$ cat config.mk
export PLATFORM = sky130hd
export DESIGN_NAME = alu_issue
export DESIGN_NICKNAME = d
export VERILOG_FILES = /design/src/rtl/alu_pkg.sv /design/src/rtl/alu_issue.sv
export SDC_FILE = /design/constraint.sdc
export NUM_CORES = 1
export LEC_CHECK = 0
export CAP_MARGIN = 30
export CORE_ASPECT_RATIO = 1.5
export CORE_MARGIN = 3
export CORE_UTILIZATION = 36
export DETAILED_ROUTE_END_ITERATION = 10
export MAX_ROUTING_LAYER = met4
export PLACE_DENSITY = 0.78
export SYNTH_ARGS = -nofsm -noshare
export SYNTH_HDL_FRONTEND = slang
export SYNTH_SLANG_ARGS = --single-unit
export TNS_END_PERCENT = 5
$ cat constraint.sdc
create_clock -name clk -period 5.6 [get_ports clk]
set_input_delay 1.12 -clock clk [delete_from_list [all_inputs] [get_ports clk]]
set_output_delay 1.12 -clock clk [all_outputs]
set_load 0.01 [all_outputs]
$ cat src/rtl/alu_pkg.sv
// Shared encodings for the ALU issue slice: FSM states, request classes,
// ALU op codes and condition codes, plus the condition evaluator.
package alu_pkg;

  typedef enum logic [1:0] {
    S_IDLE = 2'b00,
    S_EXEC = 2'b01,
    S_DONE = 2'b10
  } state_e;

  localparam logic [1:0] CLS_ARITH = 2'b00;
  localparam logic [1:0] CLS_LOGIC = 2'b01;
  localparam logic [1:0] CLS_CMP   = 2'b10;
  localparam logic [1:0] CLS_MEM   = 2'b11;

  // The ALU op code is the request class itself.
  localparam logic [1:0] OP_ARITH = CLS_ARITH;
  localparam logic [1:0] OP_LOGIC = CLS_LOGIC;
  localparam logic [1:0] OP_CMP   = CLS_CMP;
  localparam logic [1:0] OP_MEM   = CLS_MEM;

  localparam logic [1:0] COND_ALWAYS  = 2'b00;
  localparam logic [1:0] COND_C       = 2'b01;
  localparam logic [1:0] COND_Z       = 2'b10;
  localparam logic [1:0] COND_ALWAYS2 = 2'b11;

  function automatic logic cond_pass(input logic [1:0] cond, input logic c, input logic z);
    logic pass;
    case (cond)
      COND_ALWAYS:  pass = 1'b1;
      COND_C:       pass = c;
      COND_Z:       pass = z;
      COND_ALWAYS2: pass = 1'b1;
      default:      pass = 1'b1;
    endcase
    return pass;
  endfunction

endpackage

$ cat src/rtl/alu_issue.sv
// Issue controller: accepts one conditional request, drives an external ALU
// for a single EXEC cycle, updates C/Z and emits a one-cycle completion record.
module alu_issue
  import alu_pkg::*;
#(
  parameter int DW = 16,
  parameter int RW = 3
) (
  input  logic          clk,
  input  logic          rst,
  input  logic          req_valid,
  output logic          req_ready,
  input  logic [1:0]    req_cls,
  input  logic [1:0]    req_cond,
  input  logic [DW-1:0] req_a,
  input  logic [DW-1:0] req_b,
  input  logic [RW-1:0] req_rd,
  output logic [1:0]    alu_op,
  output logic [DW-1:0] alu_a,
  output logic [DW-1:0] alu_b,
  input  logic [DW-1:0] alu_result,
  input  logic [1:0]    alu_flags,
  output logic          done,
  output logic [DW-1:0] done_data,
  output logic [RW-1:0] done_rd,
  output logic          done_wr,
  output logic          done_br,
  output logic          done_addr,
  output logic          flag_c,
  output logic          flag_z
);

  state_e        state_q, state_d;
  logic [1:0]    alu_op_q, alu_op_d;
  logic [DW-1:0] alu_a_q, alu_a_d;
  logic [DW-1:0] alu_b_q, alu_b_d;
  logic [RW-1:0] rd_q, rd_d;
  logic          flag_c_q, flag_c_d;
  logic          flag_z_q, flag_z_d;
  logic          done_q, done_d;
  logic [DW-1:0] done_data_q, done_data_d;
  logic [RW-1:0] done_rd_q, done_rd_d;
  logic          done_wr_q, done_wr_d;
  logic          done_br_q, done_br_d;
  logic          done_addr_q, done_addr_d;
  logic          pass_s;
  logic          zero_s;
  logic          unused_zflag_s;

  // Z comes from the result itself; the ALU's own zero flag is ignored.
  assign zero_s         = (alu_result == {DW{1'b0}});
  assign pass_s         = cond_pass(req_cond, flag_c_q, flag_z_q);
  assign unused_zflag_s = alu_flags[0];

  // State register and all datapath flops.
  always_ff @(posedge clk or posedge rst) begin
    if (rst) begin
      state_q     <= S_IDLE;
      alu_op_q    <= 2'b00;
      alu_a_q     <= {DW{1'b0}};
      alu_b_q     <= {DW{1'b0}};
      rd_q        <= {RW{1'b0}};
      flag_c_q    <= 1'b0;
      flag_z_q    <= 1'b0;
      done_q      <= 1'b0;
      done_data_q <= {DW{1'b0}};
      done_rd_q   <= {RW{1'b0}};
      done_wr_q   <= 1'b0;
      done_br_q   <= 1'b0;
      done_addr_q <= 1'b0;
    end else begin
      state_q     <= state_d;
      alu_op_q    <= alu_op_d;
      alu_a_q     <= alu_a_d;
      alu_b_q     <= alu_b_d;
      rd_q        <= rd_d;
      flag_c_q    <= flag_c_d;
      flag_z_q    <= flag_z_d;
      done_q      <= done_d;
      done_data_q <= done_data_d;
      done_rd_q   <= done_rd_d;
      done_wr_q   <= done_wr_d;
      done_br_q   <= done_br_d;
      done_addr_q <= done_addr_d;
    end
  end

  // Next-state logic; a failed condition skips EXEC entirely.
  always_comb begin
    state_d = state_q;
    case (state_q)
      S_IDLE: begin
        if (req_valid) begin
          state_d = pass_s ? S_EXEC : S_DONE;
        end else begin
          state_d = S_IDLE;
        end
      end
      S_EXEC:  state_d = S_DONE;
      S_DONE:  state_d = S_IDLE;
      default: state_d = S_IDLE;
    endcase
  end

  // Datapath next values: ALU drive is live only in EXEC, completion record only in DONE.
  always_comb begin
    alu_op_d    = 2'b00;
    alu_a_d     = {DW{1'b0}};
    alu_b_d     = {DW{1'b0}};
    rd_d        = rd_q;
    flag_c_d    = flag_c_q;
    flag_z_d    = flag_z_q;
    done_d      = 1'b0;
    done_data_d = {DW{1'b0}};
    done_rd_d   = {RW{1'b0}};
    done_wr_d   = 1'b0;
    done_br_d   = 1'b0;
    done_addr_d = 1'b0;
    case (state_q)
      S_IDLE: begin
        if (req_valid) begin
          rd_d = req_rd;
          if (pass_s) begin
            alu_op_d = req_cls;
            alu_a_d  = req_a;
            alu_b_d  = req_b;
          end else begin
            done_d    = 1'b1;
            done_rd_d = req_rd;
          end
        end else begin
          rd_d = rd_q;
        end
      end
      S_EXEC: begin
        done_d      = 1'b1;
        done_rd_d   = rd_q;
        done_data_d = alu_result;
        case (alu_op_q)
          OP_ARITH: begin
            done_wr_d = 1'b1;
            flag_c_d  = alu_flags[1];
            flag_z_d  = zero_s;
          end
          OP_LOGIC: begin
            done_wr_d = 1'b1;
            flag_z_d  = zero_s;
          end
          OP_CMP:  done_br_d   = zero_s;
          OP_MEM:  done_addr_d = 1'b1;
          default: done_wr_d   = 1'b0;
        endcase
      end
      S_DONE:  done_d = 1'b0;
      default: done_d = 1'b0;
    endcase
  end

  // Output decode.
  always_comb begin
    req_ready = (state_q == S_IDLE);
  end

  assign alu_op    = alu_op_q;
  assign alu_a     = alu_a_q;
  assign alu_b     = alu_b_q;
  assign done      = done_q;
  assign done_data = done_data_q;
  assign done_rd   = done_rd_q;
  assign done_wr   = done_wr_q;
  assign done_br   = done_br_q;
  assign done_addr = done_addr_q;
  assign flag_c    = flag_c_q;
  assign flag_z    = flag_z_q;

endmodule

==> flow_summary.yaml <==
run_status:
  status: "finished, final reports clean"
synthesis:
  synth_edf_count: 0
  netlist_top_cells_count: "63 x dfrtp_1, 50 x and2_1, 4 x nor4_1"
  yosysWarnings: 0
  synth-main-ff-cell: "dfrtp_1"
  yosysTopAreaCell: "dfrtp_1"
  synth_most_common_cell: "dfrtp_1"
  synthArstFlopShare_pct: 100.0
  synth-seq-cells: 63
  avgSynthCellArea_um2: 14.43
  syn_nets: 214
  ys_top_cells_by_area: "dfrtp_1 72%, and2_1 14%, nor3b_4 1.7%"
  synth.yosys.seq_area_share_pct: 71.88
  syn_area_um2: 2193
  netlist.area_leader.share_pct: 71.88
  synthesis.instances: 152
  synth_cell_type_count: 22
detailed_routing:
  postRouteAntennaNets: 0
  vias: 1557
  first_pass_iters: 3
  routedWlPerCell_um: 13.65
  drcViolationCount: 0
  dr.first_iter.drc_count: 117
  routed_wirelength_mm: 4.832
  vias_per_cell: 4.398
finish:
  final_nets: 339
  n_fill_cell: 494
  fin_cells: 354
  fin_util_pct: 61.25
  synthToLayoutAreaGrowth_pct: 63.95
  layout-drive-gt1-share_pct: 8.156
  antennaDiodeCount: 0
clock_network:
  clock_latency_ns: 0.33
  cts_tree: "built"
  htreeDepth: 3
  cts_max_path_buffers: 2
  clkSinkCount: 63
  path_clk_slew_ns: 0.07
  cts-resized-gates: 0
  postCtsSetupBuffers: 0
  clock-root-buffer: "clkbuf_8"
  numCtsBuffers: 9
  ctsHoldBuffers: 0
grt:
  antenna_found_initial: 0
  grt_pass1_wl_mm: 7.866
  grt_pass1_vias: 1659
  grt_use_total_pct: 14.97
  grt_overflow: 0
  grt_max_degree: 64
place:
  gp_congestion: 0.7248
  portBuffers: 118
  placedCellCount: 338
  dpl_worst_slack_ns: 2.397
  dp_hpwl_mm: 3.570
run:
  maxCapViolCount: 0
setup_path:
  cp.arrival_ns: 3.08
  cp_num_buf_inv: 2
  start_kind: "input pin"
  critPathKind: "in2reg"
  cp-end-kind: "register"
  cpLargestDelayFamily: "simple AND/OR/NAND/NOR gates"
  crit_fanout: 35
  critPathMaxStageDelay_ns: 0.82
  critPathSlowestCell: "nor3b_4"
  crit_required_ns: 5.85
  crit_path_cell_trace: "clkdlybuf4s50_1, inv_1, ha_1, a211oi_1, nor3b_4, and2_1"
sta:
  slew_violations: 0
  tightest_slew_ns: 1.038
  fmax_mhz: 353.4
  layout_setup_ws_ns: 2.770
  slew_headroom_pct: 30.64
  setup_viol: 0
  fin_crit_ns: 2.830
  period_share_pct: 50.53
  hold_viol_final: 0
  clock_skew_ns: 0.006367
  tns_ns: 0
  grt_setup_unrepaired: "false"
power:
  p_int_uw: 831.9
  p_clk_share_pct: 28.9
  comb_power_share_pct: 23.3
  p_sw_share_pct: 26.20
  p_leak_nw: 1.611
  ir_drop_mv: 0.2329
  switching_power_uw: 295.3
  power_mw: 1.127
  powerDensity_nw_per_um2: 313.5
  seqPwrFrac_pct: 47.8
floorplanning:
  die_area_um2: 7084
  core_um2: 5871
  die_x_um: 69.73
  start_util_pct: 37.36
  ios: 120
  rows: 34
  chipHeight_um: 101.6
worst_hold_path:
  hold_class: "reg2reg"
-- placed cells by master, fill, tap and decap left out --
cell,count
clkinv_2,3
dfrtp_1,63
nor2_1,2
a32o_1,3
o31ai_1,1
nor3b_4,2
nand2b_1,1
ha_1,2
nor3_1,2
and3_1,1
inv_2,1
nand4_1,1
clkbuf_8,9
buf_4,1
nand2_1,1
mux2_2,3
clkbuf_1,1
o21ai_0,3
and2_1,50
mux2_1,1
clkdlybuf4s50_1,118
clkinvlp_4,3
inv_1,2
a211oi_1,1
or2_2,1
nor2b_1,2
nor4_1,4
-- flip-flops by register name, summed over array words and instances, names as in the netlist, 2 cells and up --
register	count
alu_op	2
done_data	16
done_rd	3
rd_q	3
alu_a	16
alu_b	16
-- routing by layer --
metal	GRT usage, %	vias up	part of all wire, %
li1	-	742	-
met1	16.70	737	39
met2	25.07	73	53
met3	3.674	5	6.8
met4	7.522	0	0.97
met5	-	-	0
-- worst paths after layout --
| kind | to | slack (ns) | depth (start not counted) | from |
|---|---|---|---|---|
| worst max-delay path | alu_b[4] | 2.77 | 6 | req_cond[0] |
| worst min-delay path | done_br | 0.50 | 1 | alu_op[0] |
| worst max register to register | alu_b[4] | 3.60 | 3 | done |
| min in group asynchronous | alu_b[6] | 1.33 | 3 | rst |
| worst min register to register | done_br | 0.50 | 1 | alu_op[0] |
| max in group asynchronous | alu_b[3] | 3.73 | 3 | rst |
-- power groups by stage --
stage	Combinational, mW	Sequential (mW)	Clock [mW]
2_1_floorplan	0.0867	0.570	0
3_3_place_gp	0.264	0.544	0
3_5_place_dp	0.267	0.547	0
4_1_cts	0.269	0.539	0.337
5_1_grt	0.283	0.545	0.359
6_report	0.263	0.538	0.326
-- area by class of cell --
| cell class | count | area, um^2 | area share, % |
|---|---|---|---|
| Timing Repair Buffer | 119 | 1189 | 33.05 |
| Clock inverter | 6 | 37.54 | 1.044 |
| Inverter | 3 | 11.26 | 0.3132 |
| Multi-Input combinational cell | 81 | 564.3 | 15.69 |
| Clock buffer | 10 | 127.6 | 3.549 |
| Sequential cell | 63 | 1577 | 43.84 |
| Tap cell | 72 | 90.09 | 2.505 |
-- per-stage QoR --
| stage | hold slack, ns | instance area, um^2 |
|---|---|---|
| detailed placement | 0.4881 | 3431 |
| CTS | 0.5009 | 3596 |
| global placement | 0.4847 | 3431 |
| global route | 0.5215 | 3596 |
| finish | 0.4960 | 3596 |
| floorplan | 0.4619 | 2193 |
-- logic make-up after synthesis --
group | Yosys count | share of synthesized area (%)
compound gates | 8 | 2.738
simple gates | 67 | 19.80
mux | 4 | 2.053
buf+inv | 8 | 2.396
flops | 63 | 71.88
fa+ha+maj | 2 | 1.141
No activity file was read; power rests on OpenSTA's default activity.
==> variant 1, RTL diff (same flow settings) <==
Re-encode `state_e` (3 states) as one-hot, 3 bits wide.
--- a/src/rtl/alu_pkg.sv
+++ b/src/rtl/alu_pkg.sv
@@ -3,8 +3,8 @@
 package alu_pkg;
 
-  typedef enum logic [1:0] {
-    S_IDLE = 2'b00,
-    S_EXEC = 2'b01,
-    S_DONE = 2'b10
+  typedef enum logic [2:0] {
+    S_IDLE = 3'b001,
+    S_EXEC = 3'b010,
+    S_DONE = 3'b100
   } state_e;
 
Check against the original RTL: same outputs for any inputs over 10 cycles, from zero or initial values and one cycle with rst high; not proved beyond that.
==> variant 1 against the unedited design <==
- sequential cell count rose by 1
- register-to-register slack improved by 0.34 ns
- cell area rose by 2.0%
- setup slack improved by 0.036 ns
- area after synthesis rose by 1.9%
- final cell count rose by 0.56%
- total power rose by 12%
- routed wire length rose by 5.1%
==> variant 1: results (changes against the unedited design) <==
Clock network
  • Worst skew pair latency: 0.33 ns (about the same)
  • Clock-pin slew on the worst setup and hold paths: 0.07 ns (about the same)
  • Setup Buffers After CTS: 0 (unchanged)
  • Num CTS Buffers: 9 (unchanged)
  • Post_cts resized: 0 (unchanged)
  • Clk buf depth: 2 (unchanged)

Status
  • Status: completed

Synthesis
  • Post-Synth XOR/XNOR Area: 0 (unchanged)
  • Top post-synthesis cells by count: 63 x dfrtp_1, 50 x and2_1, 5 x buf_6
  • Yosys cell types: 25 (+14%)
  • Warnings from Yosys: 0 (unchanged)
  • Synth Area in Compound Gates: 0.02630 (-0.001081)
  • Synth Area in Adders: 0.01119 (-0.0002171)
  • Mux cell area share after synthesis: 0.02015 (-0.0003907)
  • Syn Nets: 217 (+1.4%)
  • Avg Cell Area, Syn: 14.43 sq um (about the same)
  • Area contributors post-synth: dfrtp_1 71%, and2_1 14%, buf_6 2.5%, mux2_2 1.5%, a32o_1 1.3%
  • Seq/Total Area, Yosys: 0.7168 (-0.001924)
  • Synth async-reset ratio: 1.000 (unchanged)

Global routing
  • GR met3 Demand/Resource: 0.05268 (+0.01594)
  • Vias in the first global route: 1702 (+2.6%)
  • First-pass GRT wire length: 8114 microns (+3.2%)
  • All-Layer GR Usage: 0.1548 (+0.005110)
  • Met2 GRT Util: 0.2734 (+0.02271)
  • Pin count of the biggest net entering global routing: 65 (+1.6%)
  • Met1 usage: 0.1530 (-0.01398)
  • Initial antenna violation count: 0 (unchanged)

Detailed routing
  • Iter 0 DRT Violations: 95 (-19%)
  • Met1 wire length: 1708 microns (-10%)
  • Drt wl/cell: 14.26 microns (+4.5%)
  • Vias/cell: 4.480 (+1.9%)
  • DR pass1 iterations: 4 (+1)
  • Met2 WL post-DR: 2912 microns (+14%)
  • WL met3: 373 microns (+13%)

Power and ir drop
  • Clk. pwr: 0.391 mW (+20%)
  • Worst vdd ir: 0.0001993 V (-14%)
  • Switch share: 0.2477 (-0.01434)
  • Seq pwr: 0.567 mW (+5.4%)
  • Lkg Pwr: 1.665 nW (+3.3%)

Cells and area
  • Filler cells: 506 (+2.4%)
  • Diode count: 0 (unchanged)
  • Final Non-Filler Cells: 356 (+0.56%)
  • Layout cells sized above 1: 0.07746 (-0.004095)

Placed design
  • Pre-CTS setup slack: 2.800 ns (+0.4025 ns)
  • Final GP Congestion: 0.7430 (+2.5%)
  • Dpl cells: 339 (+0.30%)
  • Detailed placement HPWL: 3829 microns (+7.3%)
  • Port-buffer cells: 118 (unchanged)

Setup path
  • Arr. time, crit path: 1.67 ns (-1.41 ns)
  • Crit-path max FO: 4 (-89%)

Min path
  • HP Class: reg -> reg

Timing
  • Max Fclk: 358.0 MHz (+1.3%)
  • Final Max Tran Viols: 0 (unchanged)
  • Clock Skew: 0.008116 ns (+0.001749 ns)
  • Slew @ Worst Pin: 0.7631 ns (-0.2752 ns)
==> variant 1: cell count changes in the layout (fill, tap and decap cells not counted), sizes merged, moves of 2 or more <==
| cell | before | now |
|---|---|---|
| clkbuf | 10 | 14 |
| nor2b | 2 | 0 |
| clkinv | 3 | 0 |
| clkinvlp | 3 | 1 |
| o21ai | 3 | 1 |
==> variant 1: worst paths after layout <==
path                             end  depth (start not counted)       start  slack (ns)
max in group asynchronous  alu_a[13]                          3         rst        3.77
max                        req_ready                          2  state_q[0]        2.81
min                          done_br                          1   alu_op[0]        0.48
max reg2reg                 alu_b[9]                          3  state_q[0]        3.94
min in group asynchronous  alu_b[12]                          3         rst        1.33
min reg2reg                  done_br                          1   alu_op[0]        0.48
==> variant 1: cell type report <==
cell class	count	area, sq um	area share
clock inverter	2	37.54	0.01024
clock buffer	14	162.7	0.04435
inverter	3	11.26	0.003071
sequential	64	1603	0.4371
tap	72	90.09	0.02456
multi-input combinational	81	563.0	0.1535
timing repair buffer	120	1200	0.3272
==> variant 1: through the flow <==
| stage | area [sq um] | util | hold WS (ns) | power, mW |
|---|---|---|---|---|
| after floorplan | 2236 | - | 0.4619 | 0.7169 |
| after global placement | 3456 | 0.5844 | 0.4712 | 0.8796 |
| after detailed placement | 3456 | 0.5844 | 0.4799 | 0.8901 |
| after CTS | 3656 | 0.6183 | 0.4870 | 1.291 |
| after global routing | 3667 | 0.6202 | 0.5198 | 1.339 |
| final | 3667 | 0.6202 | 0.4843 | 1.268 |
==> variant 1: worst max-delay path, cell delays in order (launching register included) <==
cell and delay (ns):
dfstp_2 0.55, nor3b_1 0.21, clkdlybuf4s50_1 0.58
==> variant 2, RTL diff (same flow settings) <==
Made on the original files. Change the parameter `DW` from 16 to 32.
--- a/src/rtl/alu_issue.sv
+++ b/src/rtl/alu_issue.sv
@@ -4,5 +4,5 @@
   import alu_pkg::*;
 #(
-  parameter int DW = 16,
+  parameter int DW = 32,
   parameter int RW = 3
 ) (
Interface: changed (6 resized); port bits go from 120 to 216. No check against the original RTL was run, so the function may have changed too.
==> variant 2 against the unedited design <==
- die area up 65%
- total power up 74%
- sequential power up 72%
- setup slack better by 0.23 ns
- area after synthesis up 71%
- via count up 71%
- clock skew about the same
- sequential cell count up 48
- global-route usage up 1.1 points
- routed wire length up 96%
- cell area up 75%
- sequential share of layout area up 0.29 points
- largest cell class unchanged
==> variant 2: results (changes against the unedited design) <==
Placed design
  • Cell Area, Placed: 5993 sq um (+75%)
  • Detailed placement HPWL: 7234 microns (+100%)
  • Pre-CTS setup slack: 2.679 ns (+0.2814 ns)
  • Final GP Congestion: 0.7174 (-1.0%)
  • Dpl cells: 580 (+72%)
  • Port-buffer cells: 214 (+81%)

Global routing
  • All-Layer GR Usage: 0.1612 (+0.01149)
  • GR met3 Demand/Resource: 0.04253 (+0.005784)
  • Pin count of the biggest net entering global routing: 79 (+23%)
  • First-pass GRT wire length: 13720 microns (+74%)
  • Met2 GRT Util: 0.2814 (+0.03064)
  • Met1 usage: 0.1722 (+0.005213)
  • Vias in the first global route: 2793 (+68%)

Synthesis
  • Syn Nets: 368 (+72%)
  • Top post-synthesis cells by count: 111 x dfrtp_1, 98 x and2_1, 9 x nor4_1
  • Area contributors post-synth: dfrtp_1 74%, and2_1 16%, nor4_1 1.5%, buf_6 1.2%, mux2_2 1.2%
  • Yosys cell types: 25 (+14%)
  • Mux cell area share after synthesis: 0.01200 (-0.008536)
  • Synth Area in Adders: 0.006667 (-0.004742)
  • Post-synth top area share: 0.7400 (+0.02123)
  • Seq/Total Area, Yosys: 0.7400 (+0.02123)

Timing
  • Slew @ Worst Pin: 0.5617 ns (-0.4766 ns)
  • Clock Skew: 0.006697 ns (+0.0003299 ns)
  • Setup TNS: 0 ns (unchanged)

Detailed routing
  • Drt wl/cell: 15.88 microns (+16%)
  • WL met3: 661 microns (+100%)
  • Iter 0 DRT Violations: 67 (-43%)
  • Met2 WL post-DR: 5257 microns (+110%)

Clock network
  • Clk sinks: 111 (+76%)

Power and ir drop
  • Worst vdd ir: 0.0002037 V (-13%)
  • Clock share of power: 0.301 (+0.012)
  • Lkg Pwr: 2.850 nW (+77%)

Cells and area
  • Nets@finish: 585 (+73%)
  • Layout cells sized above 1: 0.05417 (-0.02739)
  • Non-clock buffer count: 217 (+82%)
  • Layout buffering overhead excluding clock cells: 0.3482 (+0.01769)
  • Fraction of area in multi-input gates: 0.1415 (-0.01540)
  • Final Non-Filler Cells: 597 (+69%)
  • Clk tree area frac: 0.04353 (-0.002399)
  • Seq area share: 0.4413 (+0.002851)
  • Area added between synthesis and finish: 67.70%

Status
  • Status: completed

Setup path
  • Crit-path max FO: 6 (-83%)
  • Arr. time, crit path: 1.48 ns (-1.60 ns)
  • FF-to-FF setup slack: 3.85 ns (+0.25 ns)
==> variant 2: cell families (layout without fill, tap and decap cells) <==
| group | count (synthesis) | count (layout) |
|---|---|---|
| AOI/OAI and AO/OA | 8 | 8 |
| adders and majority gates | 2 | 2 |
| buffers and inverters | 14 | 236 |
| DFF | 111 | 111 |
| and+or+nand+nor | 119 | 119 |
| muxes | 4 | 4 |
==> variant 2: worst max-delay path by stage <==
stage / endpoint / cells past startpoint / startpoint / slack, ns
2_1_floorplan: alu_a[0] / 1 / rst / 1.55
3_3_place_gp: alu_a[11] / 6 / req_cond[0] / 2.70
6_report: req_ready / 2 / done / 3.00
5_1_grt: req_ready / 2 / done / 2.89
4_1_cts: req_ready / 2 / done / 2.96
3_5_place_dp: alu_a[11] / 6 / req_cond[0] / 2.68
==> variant 2: worst max-delay path, cell delays in order, from the launching register on <==
cell	delay, ns
dfrtp_1	0.46
nor2_1	0.13
clkdlybuf4s50_1	0.55
